File: config.mk
export PLATFORM = sky130hd
export DESIGN_NAME = mem_arbiter
export DESIGN_NICKNAME = d
export VERILOG_FILES = /design/src/rtl/mem_arbiter.sv
export SDC_FILE = /design/constraint.sdc
export NUM_CORES = 1
export LEC_CHECK = 0
export ABC_AREA = 1
export ABC_CLOCK_PERIOD_IN_PS = 24100
export CAP_MARGIN = 5
export CORE_ASPECT_RATIO = 1.4
export CORE_UTILIZATION = 50
export CTS_CLUSTER_DIAMETER = 80
export DETAILED_ROUTE_END_ITERATION = 10
export GPL_TIMING_DRIVEN = 0
export PLACE_DENSITY = 0.9
export REMOVE_ABC_BUFFERS = 1
export SYNTH_ARGS = -nofsm -noshare
export SYNTH_HDL_FRONTEND = slang
export SYNTH_SLANG_ARGS = --single-unit
File: constraint.sdc
create_clock -name clk -period 24.1 [get_ports clk]
set_clock_uncertainty 0.1 [all_clocks]
set_input_delay 4.82 -clock clk [delete_from_list [all_inputs] [get_ports clk]]
set_output_delay 4.82 -clock clk [all_outputs]
set_load 0.01 [all_outputs]
File: src/rtl/mem_arbiter.sv
// Arbitrates one single-port memory bus between instruction refills and the data port.
// Stores are posted into a small FIFO; loads never overtake buffered stores.
module mem_arbiter #(
  parameter int unsigned STARVE_MAX = 4,
  parameter int unsigned WB_DEPTH   = 2
) (
  input  logic        clk,
  input  logic        rst,
  input  logic        i_iread_en,
  input  logic [31:0] i_iaddr,
  output logic        o_iread_vd,
  output logic [31:0] o_inst,
  input  logic        i_dread_en,
  input  logic        i_dwrite_en,
  input  logic [31:0] i_daddr,
  input  logic [31:0] i_dwdata,
  output logic        o_dread_vd,
  output logic [31:0] o_drdata,
  output logic        o_dstall,
  output logic        o_mem_req,
  output logic        o_mem_we,
  output logic [31:0] o_mem_addr,
  output logic [31:0] o_mem_wdata,
  input  logic        i_mem_ack,
  input  logic [31:0] i_mem_rdata,
  output logic        o_busy
);

  localparam int unsigned PtrW = (WB_DEPTH > 1) ? $clog2(WB_DEPTH) : 1;
  localparam int unsigned CntW = $clog2(WB_DEPTH + 1);
  localparam logic [3:0]      StarveMax = 4'(STARVE_MAX);
  localparam logic [CntW-1:0] WbFull    = CntW'(WB_DEPTH);
  localparam logic [PtrW-1:0] PtrLast   = PtrW'(WB_DEPTH - 1);

  typedef enum logic [1:0] {StIdle, StBus, StResp} state_e;

  state_e state_q, state_d;

  logic [31:0]     wb_addr_q [WB_DEPTH];
  logic [31:0]     wb_addr_d [WB_DEPTH];
  logic [31:0]     wb_data_q [WB_DEPTH];
  logic [31:0]     wb_data_d [WB_DEPTH];
  logic [PtrW-1:0] wr_ptr_q, wr_ptr_d, rd_ptr_q, rd_ptr_d;
  logic [CntW-1:0] cnt_q, cnt_d;
  logic [3:0]      starve_q, starve_d;

  logic [31:0] addr_q, addr_d, wdata_q, wdata_d;
  logic        we_q, we_d, is_inst_q, is_inst_d;
  logic [31:0] inst_q, inst_d, drdata_q, drdata_d;

  logic wb_empty, wb_full, push, pop, starve_hit;
  logic gnt_wr, gnt_dr, gnt_if;

  function automatic logic [PtrW-1:0] ptr_inc(input logic [PtrW-1:0] p);
    return (p == PtrLast) ? '0 : p + PtrW'(1);
  endfunction

  assign wb_empty   = (cnt_q == '0);
  assign wb_full    = (cnt_q == WbFull);
  assign push       = i_dwrite_en && !wb_full;
  assign pop        = (state_q == StBus) && we_q && i_mem_ack;
  assign starve_hit = i_iread_en && (starve_q == StarveMax);

  // A store arriving this cycle also blocks the load so it cannot slip past it.
  assign gnt_wr = (state_q == StIdle) && !wb_empty && !starve_hit;
  assign gnt_dr = (state_q == StIdle) && !gnt_wr && i_dread_en && wb_empty && !i_dwrite_en &&
                  !starve_hit;
  assign gnt_if = (state_q == StIdle) && !gnt_wr && !gnt_dr && i_iread_en;

  always_ff @(posedge clk or posedge rst) begin
    if (rst) begin
      state_q <= StIdle;
    end else begin
      state_q <= state_d;
    end
  end

  always_comb begin
    state_d = state_q;
    unique case (state_q)
      StIdle:  if (gnt_wr || gnt_dr || gnt_if) state_d = StBus;
      StBus:   if (i_mem_ack) state_d = we_q ? StIdle : StResp;
      StResp:  state_d = StIdle;
      default: state_d = StIdle;
    endcase
  end

  always_comb begin
    o_mem_req   = (state_q == StBus);
    o_mem_we    = we_q;
    o_mem_addr  = addr_q;
    o_mem_wdata = wdata_q;
    o_iread_vd  = (state_q == StResp) && is_inst_q;
    o_dread_vd  = (state_q == StResp) && !is_inst_q;
    o_inst      = inst_q;
    o_drdata    = drdata_q;
    o_dstall    = i_dwrite_en && wb_full;
    o_busy      = (state_q != StIdle) || !wb_empty;
  end

  always_comb begin
    addr_d    = addr_q;
    we_d      = we_q;
    wdata_d   = wdata_q;
    is_inst_d = is_inst_q;
    inst_d    = inst_q;
    drdata_d  = drdata_q;
    if (gnt_wr) begin
      addr_d    = wb_addr_q[rd_ptr_q];
      wdata_d   = wb_data_q[rd_ptr_q];
      we_d      = 1'b1;
      is_inst_d = 1'b0;
    end else if (gnt_dr) begin
      addr_d    = i_daddr;
      wdata_d   = '0;
      we_d      = 1'b0;
      is_inst_d = 1'b0;
    end else if (gnt_if) begin
      addr_d    = i_iaddr;
      wdata_d   = '0;
      we_d      = 1'b0;
      is_inst_d = 1'b1;
    end
    if ((state_q == StBus) && i_mem_ack && !we_q) begin
      if (is_inst_q) begin
        inst_d = i_mem_rdata;
      end else begin
        drdata_d = i_mem_rdata;
      end
    end
  end

  always_comb begin
    starve_d = starve_q;
    if (state_q == StIdle) begin
      if (!i_iread_en || gnt_if) begin
        starve_d = '0;
      end else if ((gnt_wr || gnt_dr) && (starve_q != StarveMax)) begin
        starve_d = starve_q + 4'd1;
      end
    end
  end

  always_comb begin
    wb_addr_d = wb_addr_q;
    wb_data_d = wb_data_q;
    wr_ptr_d  = wr_ptr_q;
    rd_ptr_d  = rd_ptr_q;
    cnt_d     = cnt_q;
    if (push) begin
      wb_addr_d[wr_ptr_q] = i_daddr;
      wb_data_d[wr_ptr_q] = i_dwdata;
      wr_ptr_d            = ptr_inc(wr_ptr_q);
    end
    if (pop) begin
      rd_ptr_d = ptr_inc(rd_ptr_q);
    end
    case ({push, pop})
      2'b10:   cnt_d = cnt_q + CntW'(1);
      2'b01:   cnt_d = cnt_q - CntW'(1);
      default: cnt_d = cnt_q;
    endcase
  end

  always_ff @(posedge clk or posedge rst) begin
    if (rst) begin
      addr_q    <= '0;
      we_q      <= 1'b0;
      wdata_q   <= '0;
      is_inst_q <= 1'b0;
      inst_q    <= '0;
      drdata_q  <= '0;
      starve_q  <= '0;
      wr_ptr_q  <= '0;
      rd_ptr_q  <= '0;
      cnt_q     <= '0;
      for (int unsigned i = 0; i < WB_DEPTH; i++) begin
        wb_addr_q[i] <= '0;
        wb_data_q[i] <= '0;
      end
    end else begin
      addr_q    <= addr_d;
      we_q      <= we_d;
      wdata_q   <= wdata_d;
      is_inst_q <= is_inst_d;
      inst_q    <= inst_d;
      drdata_q  <= drdata_d;
      starve_q  <= starve_d;
      wr_ptr_q  <= wr_ptr_d;
      rd_ptr_q  <= rd_ptr_d;
      cnt_q     <= cnt_d;
      wb_addr_q <= wb_addr_d;
      wb_data_q <= wb_data_d;
    end
  end

endmodule
==> results.md <==
Finish:
- From synthesis to final layout, the design area changed by 32.3%.
- The number of inserted filler cells in the final layout is about 1700.
- Excluding fillers, the count of instances in the completed layout stands at roughly 1900.
- The fraction of final layout cells with drive strength greater than 1 is 0.0758.
- The count of nets after finishing is 1702.
- 0 antenna diodes ended up in the layout.

Worst setup path:
- The largest fanout of any net on the critical path is 3.
- The worst setup path is captured at an output port.
- At the worst endpoint, the required time is between 15000 and 20000 ps.
- The startpoint of the most critical register-to-register path is starve_q[0].
- The startpoint-to-endpoint class of the critical path is in2out.
- Among cell families on the critical path, the largest total delay comes from buffers and inverters.
- For flop-to-flop paths, the worst setup slack is 19670 ps.
- The critical register-to-register path endpoint is o_mem_addr[1].
- The worst reg2reg path depth is 9.
- The highest-delay cell along the critical path is clkdlybuf4s50_1.
- The most repeated library cell on the critical path is clkdlybuf4s50_1.
- Walking the worst path, the cells encountered are clkdlybuf4s50_1, inv_1, nor2_1, clkdlybuf4s50_1.
- On the worst path, the slowest cell contributes a delay of around 570 ps.
- The number of buffers and inverters on the critical path is 3.
- STA puts the critical path data arrival time at 6160 ps.
- STA classifies the critical path startpoint as an input port.

Pwr:
- The switching power as a share of total power is 0.375.
- The leakage component of the power is 7.57 nW.
- Of the total power, combinational logic draws 0.433.
- The largest vdd supply drop is ~0.089 mV.
- The share of total power dissipated in the clock network is 0.185.
- The net switching power is 787 uW.
- The internal portion of the total power is roughly 1.3 mW.
- The share of total power dissipated in sequential elements is 0.382.
- For this design the ratio of total power to cell area is about 140 nW/um2.

Timing:
- The final number of max-transition violations is 0.
- The slew at the pin closest to its max-slew limit is around 1300 ps.
- Setup total negative slack on the finished layout was measured at 0 ps.
- Setup repair after global routing left no endpoint under its margin.
- The final hold violation count is 0.
- The count of endpoints failing setup in the final report is 0.
- The share of the clock period used by the worst path after layout is 0.460.
- The worst pin sits at a relative slew slack of 0.147.
- Derived from the worst setup path, the maximum achievable clock frequency is 90.3 MHz.
- The final critical delay including setup and external delays is ~11000 ps.

Clock tree:
- The TritonCTS sink count is 268.
- The clock passes through at most 3 buffers.
- The post-CTS clock slew at the launch and capture registers of the worst setup and hold paths is 60 ps.
- The total CTS buffers is 25.
- The deepest level of the CTS H-tree is 1.
- The number of setup buffers added after CTS is 0.
- TritonCTS built the clock tree.
- For this design, the CTS-stage hold fixing added 0 buffers.
- The number of gates resized after CTS was 0.
- The insertion delay of the later-clocked pin in the worst-skew pair is roughly 510 ps.
- In this run the clock root is driven by a clkbuf_16.

Die:
- The initial standard-cell utilization of the core is 0.512.
- The die outline width is 131 um.
- The number of top-level design ports is 268.
- The die is around 180 um tall.
- The region available for standard cell placement spans 22700 um2.
- The floorplan has 65 rows.
- The full die area is 23900 um2.

Logic synthesis:
- The sequential element share of the synthesized area is 0.577.
- The number of instances in the synthesized netlist is between 1000 and 1500.
- The count of warnings emitted by yosys is 0.
- The total standard cell area after synthesis is 11600 um2.
- The number of different library cells in the post-synthesis netlist is 28.
- The post-synthesis average cell area is between 8 and 9 um2.
- The post-synthesis sequential element count is approximately 270.

Global routing:
- The via count of the first global-routing pass is around 10000.
- After global routing the overflow that remains totals 0.
- The initial antenna violation count came to 0.
- The first global-routing pass estimated 49300 um of wire.
- The overall fraction of global-route tracks in use is 0.259.
- The pin count of the biggest net entering global routing is 129.

Placed design:
- Once placement completed, the tool counted placed cells totaling approximately 1800.
- The count of buffers added on input and output ports is about 270.
- The placer's final routability congestion estimate is 0.770.
- After legalization and detailed placement, the total HPWL measured 19300 um.

Detailed routing:
- The number of DRC violations after detailed-routing iteration 0 is ~700.
- Once detail routing completed, the nets flagged for antenna violations numbered 0.
- The routed wire length is 30300 um.
- The number of optimization iterations in the first detailed-route pass is 6.
- The detail-routed net length per standard cell is 16.1 um.
- The number of remaining DRC errors is 0.
- Dividing the detail-routed via count by the number of cells gives ~5.3.
- The routed layout has 10000 vias.

Outcome:
- The run finished with clean final reports.

Hold path:
- The class of the tightest hold or removal check is reg2reg.
- The worst hold path passes through 2 cells.
- The worst hold path begins at o_mem_wdata[30].
- The path with the worst hold slack has its endpoint at o_mem_wdata[30].

Job:
- The max-capacitance violation count is 0.
==> power by group through the flow <==
| stage | Clock, mW | Combinational, mW | Sequential (mW) |
|---|---|---|---|
| after floorplan | 0 | 0.433 | 0.830 |
| after global placement | 0 | 0.844 | 0.800 |
| after detailed placement | 0 | 0.902 | 0.802 |
| after CTS | 0.394 | 0.913 | 0.799 |
| after global routing | 0.412 | 1.01 | 0.826 |
| final | 0.389 | 0.909 | 0.800 |
==> cell type report <==
cell class                      instances  area (um2)  area share
Clock inverter                          6        55.1     0.00358
Clock buffer                           39         748      0.0487
Multi-Input combinational cell        852        4070       0.264
Tap cell                              301         377      0.0245
Timing Repair Buffer                  276        2880       0.187
Inverter                              142         541      0.0352
Sequential cell                       268        6710       0.436
==> sequential cells by signal, summed over array words and instances, names as in the netlist, 2 cells and up <==
name,cells
wb_data_q,64
state_q,2
cnt_q,2
wb_addr_q,64
o_inst,32
starve_q,4
o_mem_wdata,32
o_mem_addr,32
o_drdata,32
==> layout by cell type, fill, tap and decap left out, types with 2 or more instances in the layout <==
master           instances
dfrtp_1                267
clkbuf_16               25
nor3_1                   2
clkinv_2                 5
nand2_1                428
o21ai_1                  9
nand4_1                  4
clkbuf_8                 7
xnor2_1                  3
inv_2                    2
clkbuf_1                 7
ha_1                     3
xor2_1                   2
nand2_2                  5
inv_1                  139
nor2_4                   2
buf_12                   5
o21ai_0                187
buf_16                   4
clkdlybuf4s50_1        267
nor2_1                   6
a21oi_1                  2
nand3_1                 65
or2_2                   57
o211ai_1                64
or2_1                    7
==> metal layers <==
layer,track usage,vias to the layer above,wire [um]
met3,0.0595,67,2320
met2,0.456,405,15500
met1,0.303,4845,11600
met5,0,-,0
met4,0.0961,0,885
li1,-,4708,-
==> worst min-delay path: cells and delay by family, from the launching register on <==
family | cells | cell delay [ps]
AND/OR/NAND/NOR | 2 | 100
flip-flops | 1 | 340
==> metrics by stage <==
stage          instance area, um2  setup slack [ps]  hold slack, ps  utilization  power (mW)
2_1_floorplan               11300             11800             345            -        1.26
3_3_place_gp                14300              8840             354        0.632        1.64
3_5_place_dp                14600             13040             357        0.641        1.70
4_1_cts                     15400             13030             373        0.677        2.11
5_1_grt                     15400             12950             393        0.678        2.25
6_report                    15400             13020             369        0.678        2.10
==> kinds of logic (layout without fill, tap and decap cells) <==
family / Yosys count / in the layout / synth area share
and+or+nand+nor: 580 / 580 / 0.213
DFF: 268 / 268 / 0.577
AOI/OAI and AO/OA: 264 / 264 / 0.128
buffers and inverters: 224 / 463 / 0.0751
xor gates and xnor gates: 5 / 5 / 0.00377
adders and majority gates: 3 / 3 / 0.00323
==> worst max-delay path by stage <==
| stage | from | endpoint | depth (start not counted) |
|---|---|---|---|
| after floorplan | rst | cnt_q[0] | 1 |
| after global placement | rst | wb_data_q[27] | 2 |
| after detailed placement | i_dwrite_en | o_dstall | 4 |
| after CTS | i_dwrite_en | o_dstall | 4 |
| after global routing | i_dwrite_en | o_dstall | 4 |
| final | i_dwrite_en | o_dstall | 4 |
==> Yosys cell counts <==
cell / count / area (um2)
a21oi_1: 2 / 10.0
buf_1: 9 / 33.8
buf_2: 2 / 10.0
buf_4: 6 / 45.0
buf_6: 1 / 11.3
clkbuf_1: 64 / 240
dfrtp_1: 268 / 6710
ha_1: 3 / 37.5
inv_1: 141 / 529
inv_2: 1 / 3.75
nand2_1: 428 / 1610
nand2_2: 5 / 31.3
nand3_1: 66 / 330
nand4_1: 4 / 25.0
nand4_2: 1 / 12.5
nor2_1: 6 / 22.5
nor2_2: 1 / 6.26
nor2_4: 2 / 22.5
nor3_1: 2 / 10.0
o211ai_1: 64 / 480
o21ai_0: 187 / 936
o21ai_1: 9 / 45.0
o21ai_2: 1 / 8.76
o31ai_1: 1 / 7.51
or2_1: 7 / 43.8
or2_2: 58 / 363
xnor2_1: 3 / 26.3
xor2_1: 2 / 17.5
Power figures use the tool's default switching activity.
